[src/rtl/inst_fetch_stage_if.sv]
// Fetch-stage bus: instruction SRAM port, decode redirect and IF->ID handshake.
interface inst_fetch_stage_if;
    // instruction SRAM
    logic        inst_sram_en;
    logic [3:0]  inst_sram_we;
    logic [31:0] inst_sram_addr;
    logic [31:0] inst_sram_wdata;
    logic [31:0] inst_sram_rdata;
    // redirect from decode
    logic        br_valid;
    logic [31:0] br_target;
    // handshake to decode
    logic        ds_allowin;
    logic        fs_to_ds_valid;
    logic [31:0] fs_pc;
    logic [31:0] fs_inst;
    logic        fs_adef;

    // fetch stage side
    modport master (
        output inst_sram_en, inst_sram_we, inst_sram_addr, inst_sram_wdata,
        input  inst_sram_rdata,
        input  br_valid, br_target, ds_allowin,
        output fs_to_ds_valid, fs_pc, fs_inst, fs_adef
    );

    // SRAM / decode side
    modport slave (
        input  inst_sram_en, inst_sram_we, inst_sram_addr, inst_sram_wdata,
        output inst_sram_rdata,
        output br_valid, br_target, ds_allowin,
        input  fs_to_ds_valid, fs_pc, fs_inst, fs_adef
    );
endinterface

[src/rtl/inst_fetch_stage.sv]
// Pre-IF/IF front end: PC generation, synchronous instruction SRAM read and
// a one-entry instruction buffer that holds the fetched word while decode stalls.
module inst_fetch_stage #(
    parameter logic [31:0] RESET_PC = 32'h1c000000
) (
    input  logic                  clk,
    input  logic                  reset,
    inst_fetch_stage_if.master    bus
);

    logic        fs_valid;
    logic [31:0] fs_pc_r;
    logic [31:0] npc_r;
    logic [31:0] inst_buf;
    logic        buf_valid;

    logic        issue;
    logic [31:0] fetch_addr;
    logic        adef;

    // Fetch address selection and read-issue decision
    always_comb begin
        fetch_addr = bus.br_valid ? bus.br_target : npc_r;
        issue      = ~reset & (~fs_valid | bus.ds_allowin | bus.br_valid);
    end

    // IF state: a new issue replaces the IF instruction; on the first stall
    // cycle the SRAM output is still valid, so it is captured into the buffer.
    always_ff @(posedge clk) begin
        if (reset) begin
            fs_valid  <= 1'b0;
            fs_pc_r   <= '0;
            npc_r     <= RESET_PC;
            buf_valid <= 1'b0;
            inst_buf  <= '0;
        end else if (issue) begin
            fs_valid  <= 1'b1;
            fs_pc_r   <= fetch_addr;
            npc_r     <= fetch_addr + 32'd4;
            buf_valid <= 1'b0;
        end else if (fs_valid && !buf_valid) begin
            inst_buf  <= bus.inst_sram_rdata;
            buf_valid <= 1'b1;
        end
    end

    // Outputs toward the SRAM and decode
    always_comb begin
        adef                = fs_valid & (|fs_pc_r[1:0]);
        bus.inst_sram_en    = issue;
        bus.inst_sram_we    = '0;
        bus.inst_sram_addr  = fetch_addr;
        bus.inst_sram_wdata = '0;
        bus.fs_to_ds_valid  = fs_valid & ~bus.br_valid;
        bus.fs_pc           = fs_pc_r;
        bus.fs_adef         = adef;
        if (!fs_valid || adef)
            bus.fs_inst = '0;
        else if (buf_valid)
            bus.fs_inst = inst_buf;
        else
            bus.fs_inst = bus.inst_sram_rdata;
    end

endmodule

[src/flat_wrapper.sv]
// flat-port wrapper written by rule: the top's interface ports become plain ports
module inst_fetch_stage_flat 
#(
    parameter logic [31:0] RESET_PC = 32'h1c000000
)
  (clk, reset, bus_inst_sram_en, bus_inst_sram_we, bus_inst_sram_addr, bus_inst_sram_wdata, bus_inst_sram_rdata, bus_br_valid, bus_br_target, bus_ds_allowin, bus_fs_to_ds_valid, bus_fs_pc, bus_fs_inst, bus_fs_adef);
  inst_fetch_stage_if bus_i ();
  input  logic clk;
  input  logic reset;
  output wire logic [$bits(bus_i.inst_sram_en)-1:0] bus_inst_sram_en;
  output wire logic [$bits(bus_i.inst_sram_we)-1:0] bus_inst_sram_we;
  output wire logic [$bits(bus_i.inst_sram_addr)-1:0] bus_inst_sram_addr;
  output wire logic [$bits(bus_i.inst_sram_wdata)-1:0] bus_inst_sram_wdata;
  input wire logic [$bits(bus_i.inst_sram_rdata)-1:0] bus_inst_sram_rdata;
  input wire logic [$bits(bus_i.br_valid)-1:0] bus_br_valid;
  input wire logic [$bits(bus_i.br_target)-1:0] bus_br_target;
  input wire logic [$bits(bus_i.ds_allowin)-1:0] bus_ds_allowin;
  output wire logic [$bits(bus_i.fs_to_ds_valid)-1:0] bus_fs_to_ds_valid;
  output wire logic [$bits(bus_i.fs_pc)-1:0] bus_fs_pc;
  output wire logic [$bits(bus_i.fs_inst)-1:0] bus_fs_inst;
  output wire logic [$bits(bus_i.fs_adef)-1:0] bus_fs_adef;
  assign bus_inst_sram_en = bus_i.inst_sram_en;
  assign bus_inst_sram_we = bus_i.inst_sram_we;
  assign bus_inst_sram_addr = bus_i.inst_sram_addr;
  assign bus_inst_sram_wdata = bus_i.inst_sram_wdata;
  assign bus_i.inst_sram_rdata = bus_inst_sram_rdata;
  assign bus_i.br_valid = bus_br_valid;
  assign bus_i.br_target = bus_br_target;
  assign bus_i.ds_allowin = bus_ds_allowin;
  assign bus_fs_to_ds_valid = bus_i.fs_to_ds_valid;
  assign bus_fs_pc = bus_i.fs_pc;
  assign bus_fs_inst = bus_i.fs_inst;
  assign bus_fs_adef = bus_i.fs_adef;
  inst_fetch_stage #(.RESET_PC(RESET_PC)) u_core (.clk(clk), .reset(reset), .bus(bus_i));
endmodule
[config.mk]
export PLATFORM = sky130hd
export DESIGN_NAME = inst_fetch_stage_flat
export DESIGN_NICKNAME = d
export VERILOG_FILES = /design/src/rtl/inst_fetch_stage_if.sv /design/src/rtl/inst_fetch_stage.sv /design/src/flat_wrapper.sv
export SDC_FILE = /design/constraint.sdc
export NUM_CORES = 1
export LEC_CHECK = 0
export CORE_MARGIN = 2
export CORE_UTILIZATION = 35
export DETAILED_ROUTE_END_ITERATION = 6
export PLACE_DENSITY = 0.66
export SKIP_CTS_REPAIR_TIMING = 1
export SYNTH_ARGS = -nofsm -noshare
export SYNTH_HDL_FRONTEND = slang
export SYNTH_SLANG_ARGS = --single-unit
[constraint.sdc]
create_clock -name clk -period 6.2 [get_ports clk]
set_input_delay 0.62 -clock clk [delete_from_list [all_inputs] [get_ports clk]]
set_output_delay 0.62 -clock clk [all_outputs]
set_load 0.01 [all_outputs]
==> results_dict.tcl, run 1 <==
set metrics [dict create \
    worstMarginPinSlew_ns 1.11 \
    grt.total_usage_pct 18.1 \
    fin_skew_ns 0.00779 \
    routedWlPerCell_um 15.0 \
    setup_tns_ns 0 \
    hold_viol 0 \
    p_sw_share_pct 27.3 \
    finalWirelength_um 15200 \
    synth_ff_type "dfxtp_1" \
    cts_tree "built" \
    slew-limit-headroom_pct 25.7 \
    synth-edff-count 0 \
    grt_max_degree 92 \
    power.switching_uw 453 \
    setup_violations 0 \
    grt_pass1_vias 4630 \
    clk_root_buffer_cell "clkbuf_16" \
    fp.dieW_um 128 \
    timing.final.max_slew_violations 0 \
    drc_errors 0 \
    powerDensity_nw_per_um2 227 \
    reg2reg_depth 5 \
    nets 889 \
    required_ns 5.58 \
    detail_route.vias_per_cell 4.99 \
    clock-sinks 96 \
    clkSlewWorstSetupHoldPaths_ns 0.06 \
    yosysWarningCount 0 \
    path_max_fanout 70 \
    start_util_pct 35.6 \
    p_comb_share_pct 21.6 \
    arrival_ns 3.25 \
    htreeDepth 3 \
    r2r-end "u_core.npc_r[31]" \
    drive_gt1_share_pct 6.30 \
    clk-insertion-delay-late_ns 0.35 \
    grt_pass1_wl_um 23800 \
    dpl.hpwl_um 10600 \
    clockBufferDepth 2 \
    syn_inst 687 \
    num_rows 45 \
    worstSetupEndpointType "output port" \
    holdPathStages 2 \
    seqPwrFrac_pct 41.5 \
    hp-start "u_core.inst_buf[26]" \
    cp-start-kind "input port" \
    dieArea_um2 16400 \
    rr_startpoint "u_core.npc_r[4]" \
    drtIter0Drc 285 \
    clock_power_share_pct 36.9 \
    ys_seq_elements 96 \
    io_buffers 166 \
    rsz0062_at_grt "no" \
    p_int_uw 1200 \
    hold_class "flop to flop" \
    syn-cell-area_um2 5400 \
    vias 5058 \
    ff2ff_setup_slack_ns 3.68 \
    gp_congestion 0.825 \
    numCtsBuffers 9 \
    vdd_drop_max_mv 0.142 \
    power.total_uw 1660 \
    ys_seq_area_share_pct 35.6 \
    num_io_pins 203 \
    worstSetupPathType "input port to output port" \
    grt_overflow_total 0 \
    antenna_found_initial 0 \
    hold_path_end "u_core.inst_buf[26]" \
    area_growth_pct 35.1 \
    fin_crit_ns 3.87 \
    maxCapViolations 0 \
    p_leak_uw 0.00285 \
    antennaDiodeCount 0 \
    max_freq_ghz 0.258 \
    coreArea_um2 15100 \
    synth_cell_types 53 \
    fin_crit_sh_pct 62.5 \
    first_pass_iters 5 \
    outcome "finished, final reports clean" \
    syn_area_per_cell_um2 7.86 \
    ant_nets 0 \
    synthArstFlopShare_pct 0 \
    die_y_um 128 \
]
[Yosys cell counts, drive strengths merged, types with 3 or more instances]
| cell type | n | area [µm²] |
|---|---|---|
| nor2 | 79 | 297 |
| or4 | 6 | 45.0 |
| buf | 51 | 383 |
| a211oi | 19 | 148 |
| and3 | 4 | 25.0 |
| dfxtp | 96 | 1920 |
| and2 | 6 | 37.5 |
| o2111ai | 4 | 35.0 |
| o21ai | 13 | 65.1 |
| nand4b | 6 | 67.6 |
| nand3 | 31 | 160 |
| inv | 22 | 82.6 |
| xnor2 | 9 | 78.8 |
| mux2 | 14 | 158 |
| o31ai | 5 | 37.5 |
| nand3b | 8 | 72.6 |
| nand4 | 15 | 100 |
| o211ai | 3 | 22.5 |
| a22oi | 5 | 42.5 |
| o311ai | 3 | 26.3 |
| mux2i | 51 | 510 |
| nor3 | 9 | 45.0 |
| clkbuf | 35 | 131 |
| or3 | 6 | 37.5 |
| a21oi | 58 | 294 |
| nand2 | 110 | 415 |
[registers in the layout, summed over array words and instances, names as in the netlist]
signal and cells:
u_core.buf_valid 1, u_core.bus.fs_pc 30, u_core.fs_valid 1, u_core.inst_buf 32
u_core.npc_r 32
[layer usage]
layer	share of wire (%)	vias up	track usage (%)
met5	0	-	0
met4	1.0	0	5.43
met3	4.4	13	2.67
met2	46	143	29.0
met1	48	2325	25.1
li1	-	2577	-
[final cells by class]
type | count | area [µm²]
Fill cell | 1508 | 7860
Multi-Input combinational cell | 518 | 3020
Sequential cell | 96 | 1920
Timing Repair Buffer | 173 | 1700
Clock buffer | 11 | 243
Tap cell | 188 | 235
Inverter | 22 | 82.6
Clock inverter | 5 | 80.1
[critical path, stage by stage]
cell and delay, ns:
buf_2 0.28, buf_4 0.58, or3b_2 0.23, buf_4 0.54, nand2_2 0.21, inv_1 0.17, clkdlybuf4s50_1 0.58
[cells in the final DEF, fill, tap and decap left out, types with 5 or more instances in the layout]
master | synthesis | layout
mux2i_1 | 51 | 51
nand4b_1 | 5 | 5
dfxtp_1 | 96 | 95
mux2_2 | 14 | 14
xnor2_1 | 9 | 9
buf_4 | 40 | 7
nand3_1 | 30 | 30
a21oi_1 | 57 | 57
inv_1 | 22 | 22
or4_1 | 6 | 6
clkbuf_16 | 0 | 9
conb_1 | 1 | 36
a211oi_1 | 18 | 18
clkdlybuf4s50_1 | 0 | 164
and2_1 | 6 | 6
nor3_1 | 9 | 9
or3_1 | 6 | 6
nand3b_1 | 7 | 7
o31ai_1 | 5 | 5
nor2_1 | 79 | 79
o21ai_0 | 13 | 13
nand2_1 | 109 | 109
nand4_1 | 14 | 14
[kinds of logic (layout without fill, tap and decap cells)]
family	after synthesis	count (layout)	synth area share, %
compound gates	120	120	14.1
xor+xnor	9	9	1.46
fa+ha+maj	1	1	0.232
buf+inv	108	211	11.1
flops	96	96	35.6
mux	65	65	12.4
other cells	1	36	0.0695
simple gates	287	287	25.1
[metrics by stage]
stage	worst slack [ns]	instance area [µm²]	util, %	hold slack [ns]	instances
global placement	2.33	6970	46.0	0.441	997
floorplan	3.24	5530	-	0.436	722
detailed placement	2.31	6970	46.0	0.446	997
CTS	2.31	7290	48.1	0.456	1013
global route	2.16	7290	48.1	0.474	1013
finish	2.33	7290	48.1	0.455	1013
[how the worst max path moves through the flow]
stage | start | to | slack (ns) | depth (start not counted)
after CTS | bus_br_valid | bus_inst_sram_en | 2.31 | 7
after detailed placement | bus_br_valid | bus_inst_sram_en | 2.31 | 7
final | bus_br_valid | bus_inst_sram_en | 2.33 | 7
after floorplan | bus_br_valid | u_core.npc_r[22] | 3.24 | 12
after global routing | bus_br_valid | bus_inst_sram_en | 2.16 | 7
after global placement | bus_br_valid | bus_inst_sram_en | 2.33 | 7
[power groups by stage]
stage / Clock [µW] / Sequential, µW / Combinational, µW
after global routing: 646 / 693 / 390
after global placement: 0 / 701 / 357
after floorplan: 0 / 699 / 197
after CTS: 626 / 687 / 360
final: 611 / 687 / 358
after detailed placement: 0 / 701 / 359
No activity file was read; power rests on OpenSTA's default activity.
==> run 2: changes to the inputs <==
clock period = 3.8 ns   (was 6.2 ns; I/O delays follow)
==> run 2 against run 1 <==
Routed wire length is 2.2% higher; sequential power up 63%; final cell count up 0.20%; clock-buffer cell count down 2; die area is the same; core utilization increased by 0.091 points; power grew 63%.
==> results_dict.tcl, run 2 (same netlist as run 1, synthesis figures left out) <==
set metrics [dict create \
    vdd_drop_max_mv 0.221 \
    rsz0062_at_grt "no" \
    grt.total_usage_pct 18.7 \
    area_growth_pct 35.3 \
    first_pass_iters 4 \
    drc_errors 0 \
    power.total_uw 2700 \
    hold_viol 0 \
    critPathMaxStageDelay_ns 0.66 \
    worstSetupPathType "input port to output port" \
    required_ns 3.42 \
    powerDensity_nw_per_um2 370 \
    routedWlPerCell_um 15.3 \
    fp.dieW_um 128 \
    dpl.hpwl_um 10700 \
    outcome "finished, final reports clean" \
    arrival_ns 2.64 \
    detail_route.vias_per_cell 5.08 \
    startpoint "bus_br_valid" \
    gp_congestion 0.834 \
    antenna_found_initial 0 \
    fin_crit_sh_pct 79.5 \
    utilization_pct 48.2 \
    p_leak_uw 0.00287 \
    slew-limit-headroom_pct 26.4 \
    rr_startpoint "u_core.npc_r[2]" \
    cp-start-kind "input port" \
    antennaDiodeCount 0 \
    dpl_cell_area_um2 6980 \
    critPathBufInv 4 \
    ff_latch_area_um2 1920 \
    worstMarginPinSlew_ns 1.10 \
    fin_skew_ns 0.00859 \
    finalHoldWorstSlack_ns 0.445 \
    ant_nets 0 \
    worstSetupEndpointType "output port" \
    drive_gt1_share_pct 6.65 \
    grt_max_degree 92 \
    hold_class "input port to flop" \
    multi_input_area_um2 3020 \
    maxCapViolations 0 \
    critPathTopFamily "buffers and inverters" \
    clk-insertion-delay-late_ns 0.35 \
    max_freq_ghz 0.331 \
    setup_tns_ns 0 \
    fin_crit_ns 3.02 \
    dieArea_um2 16400 \
    hp-start "reset" \
    path_max_fanout 42 \
    fillers 1473 \
    worstPathCellList "buf_2 > buf_4 > mux2i_1 > inv_1 > clkdlybuf4s50_1" \
    num_rows 45 \
    grt_overflow_total 0 \
    setup_violations 0 \
    final_cell_mix "clkdlybuf4s50_1 (164), nand2_1 (109), dfxtp_1 (95)" \
    finalWirelength_um 15500 \
    io_buffers 166 \
    start_util_pct 35.6 \
    numCtsBuffers 9 \
    die_y_um 128 \
    crit_slowest_cell "buf_2" \
    grt_pass1_wl_um 24500 \
    clockBufferDepth 2 \
    drtIter0Drc 302 \
    final_common_cell "clkdlybuf4s50_1" \
    clock-sinks 96 \
    clk_root_buffer_cell "clkbuf_16" \
    fin_area_um2 7300 \
    num_io_pins 203 \
    nets 891 \
    clkSlewWorstSetupHoldPaths_ns 0.07 \
    vias 5161 \
    grt_pass1_vias 4657 \
    coreArea_um2 15100 \
    htreeDepth 3 \
    timing.final.max_slew_violations 0 \
    cts_tree "built" \
]
## run 2: cell types whose count changed in the layout (fill, tap and decap cells not counted)
| cell | delta |
|---|---|
| clkinv_4 | +3 |
| buf_4 | +2 |
| clkinvlp_4 | -2 |
| clkbuf_1 | -1 |
| clkbuf_8 | -1 |
| clkinv_2 | +1 |
## run 2: metal layers
metal	track usage, %	up-vias	wire (µm)
li1	-	2594	-
met1	26.4	2375	7430
met2	28.6	167	6980
met3	2.30	25	664
met4	8.02	0	420
met5	0	-	0
## run 2: area by class of cell
type / count / area share (%)
Multi-Input combinational cell: 518 / 41.4
Sequential cell: 96 / 26.3
Timing Repair Buffer: 175 / 23.5
Tap cell: 188 / 3.22
Clock buffer: 9 / 3.08
Clock inverter: 7 / 1.32
Inverter: 22 / 1.13
## run 2: worst paths after layout
check                                               to  slack (ns)  cells past startpoint
worst max register to register        u_core.npc_r[28]        1.60                      7
worst max-delay path            bus_inst_sram_addr[26]        0.78                      5
worst min register to register    u_core.bus.fs_pc[21]        0.44                      2
worst min-delay path                   u_core.fs_valid        0.44                      3
## run 2: through the flow
step	std cells	worst slack (ns)
2_1_floorplan	722	1.08
4_1_cts	1015	0.777
6_report	1015	0.780
3_5_place_dp	999	0.720
3_3_place_gp	999	0.781
5_1_grt	1015	0.576
## run 2: report_power, final
group          total [µW]  leakage, µW  internal [µW]  switching (µW)
clock network         993     0.000159            578             415
registers            1120     0.000792           1070            48.2
logic                 587      0.00192            296             291
total                2700      0.00287           1950             754
## run 2: worst register-to-register path, cell delays in order (launching register included)
cell and delay (ns):
dfxtp_1 0.36, mux2_2 0.19, ha_1 0.21, nand4_1 0.15, nand2_1 0.33, nand4_2 0.27
or4_1 0.54, nand3_1 0.09
==> run 3: changes to the inputs <==
clock period = 2.87 ns   (was 3.8 ns; I/O delays follow)
==> run 3 against run 2 <==
First-iteration DRC count up 17%; sequential power up 32%; global-route usage up 0.21 points; worst setup slack worse by 0.40 ns; critical endpoint is now bus_fs_inst[18].
==> results_dict.tcl, run 3 (same netlist as run 1, synthesis figures left out) <==
set metrics [dict create \
    setup_violations 0 \
    grt_pass1_wl_um 24700 \
    worstSetupPathType "flop to output port" \
    p_sw_share_pct 27.3 \
    routedWlPerCell_um 15.2 \
    ant_nets 0 \
    final_common_cell "clkdlybuf4s50_1" \
    p_int_uw 2600 \
    critPathMaxStageDelay_ns 0.78 \
    critPathTopFamily "buffers and inverters" \
    fp.dieW_um 128 \
    num_rows 45 \
    clock-sinks 96 \
    numCtsBuffers 9 \
    first_pass_iters 5 \
    antenna_found_initial 0 \
    r2r-end "u_core.npc_r[22]" \
    vdd_drop_max_mv 0.299 \
    drive_gt1_share_pct 7.87 \
    detail_route.vias_per_cell 5.08 \
    setup_tns_ns 0 \
    fin_crit_sh_pct 86.8 \
    multi_input_area_um2 3020 \
    holdPathStages 3 \
    ff2ff_setup_slack_ns 0.69 \
    p_leak_uw 0.00294 \
    timing.final.max_slew_violations 0 \
    antennaDiodeCount 0 \
    htreeDepth 3 \
    die_y_um 128 \
    worstMarginPinSlew_ns 0.706 \
    fillers 1470 \
    clk-insertion-delay-late_ns 0.35 \
    hp-start "reset" \
    fin_crit_ns 2.49 \
    worstSetupEndpointType "output port" \
    crit_slowest_cell "dfxtp_2" \
    seqPwrFrac_pct 41.5 \
    rsz0062_at_grt "no" \
    power.switching_uw 975 \
    finalNonFillerCells 1027 \
    slew-limit-headroom_pct 52.9 \
    gp_congestion 0.828 \
    start_util_pct 35.6 \
    coreArea_um2 15100 \
    fin_skew_ns 0.00880 \
    path_max_fanout 23 \
    dpl.hpwl_um 11200 \
    grt_max_degree 58 \
    hold_class "input port to flop" \
    utilization_pct 49.0 \
    reg2reg_depth 7 \
    power.total_uw 3570 \
    vias 5215 \
    required_ns 2.58 \
    io_buffers 166 \
    nets 903 \
    maxCapViolations 0 \
    worstPathCellList "buf_4 > mux2i_1 > nor2_1 > clkdlybuf4s50_1" \
    p_comb_share_pct 22.3 \
    ff_latch_area_um2 1920 \
    outcome "finished, final reports clean" \
    clockBufferDepth 2 \
    cts_tree "built" \
    finalWirelength_um 15700 \
    arrival_ns 2.20 \
    rr_startpoint "u_core.npc_r[2]" \
    drc_errors 0 \
    grt_overflow_total 0 \
    drtIter0Drc 354 \
    hold_viol 0 \
    hold_path_end "u_core.fs_valid" \
    clk_root_buffer_cell "clkbuf_16" \
    num_io_pins 203 \
    area_growth_pct 37.4 \
    powerDensity_nw_per_um2 482 \
    final_cell_mix "clkdlybuf4s50_1 (164), nand2_1 (109), dfxtp_1 (95)" \
    max_freq_ghz 0.401 \
    clkSlewWorstSetupHoldPaths_ns 0.06 \
    startpoint "u_core.buf_valid" \
    dpl.cell_count 1011 \
    critPathBufInv 2 \
    grt.total_usage_pct 18.9 \
    clock_power_share_pct 36.2 \
    cp-start-kind "flop" \
    grt_pass1_vias 4758 \
    dieArea_um2 16400 \
]
run 3: cell count changes in the layout (fill, tap and decap cells not counted), sizes merged:
cell / previous run / this run
clkinv: 5 / 1
clkbuf: 9 / 14
buf: 11 / 23
bufinv: 2 / 1
run 3: cell type report:
| class | instances | area share, % |
|---|---|---|
| multi-input cells | 518 | 40.7 |
| inverters | 22 | 1.11 |
| flip-flops and latches | 96 | 25.9 |
| repair buffers | 187 | 24.7 |
| clock inverters | 2 | 0.472 |
| clock buffers | 14 | 3.83 |
| well taps | 188 | 3.17 |
run 3: worst register-to-register path, cell delays in order, from the launching register on:
cell	delay (ns)
dfxtp_1	0.37
mux2_2	0.20
ha_1	0.21
nand4_1	0.14
nand2_1	0.33
nand4_2	0.26
or4_1	0.53
nand3_1	0.09
run 3: worst max-delay path by stage:
stage / end / slack [ns] / depth (start not counted)
floorplan: u_core.npc_r[22] / 0.24 / 12
global route: bus_fs_inst[8] / 0.23 / 4
CTS: bus_fs_inst[18] / 0.34 / 4
global placement: u_core.npc_r[22] / 0.36 / 8
detailed placement: u_core.npc_r[31] / 0.27 / 7
finish: bus_fs_inst[18] / 0.38 / 4
run 3: stage by stage:
step	hold slack (ns)	cell area (µm²)	worst slack, ns
after global routing	0.351	7410	0.234
after detailed placement	0.448	7100	0.275
after global placement	0.442	7100	0.357
after floorplan	0.423	5530	0.239
after CTS	0.337	7410	0.337
final	0.344	7410	0.379
run 3: layer usage:
layer  routed length [µm]  up-vias  GRT usage (%)  part of all wire, %
li1                     -     2610              -                    -
met1                 7440     2415           26.1                   48
met2                 7000      165           29.2                   45
met3                  830       25           3.21                  5.3
met4                  380        0           7.50                  2.4
met5                    0        -              0                    0
run 3: power groups by stage:
stage	Combinational (µW)	Clock, µW	Sequential, µW
4_1_cts	800	1320	1480
5_1_grt	869	1380	1500
3_5_place_dp	797	0	1510
6_report	797	1290	1480
3_3_place_gp	794	0	1510
2_1_floorplan	425	0	1510
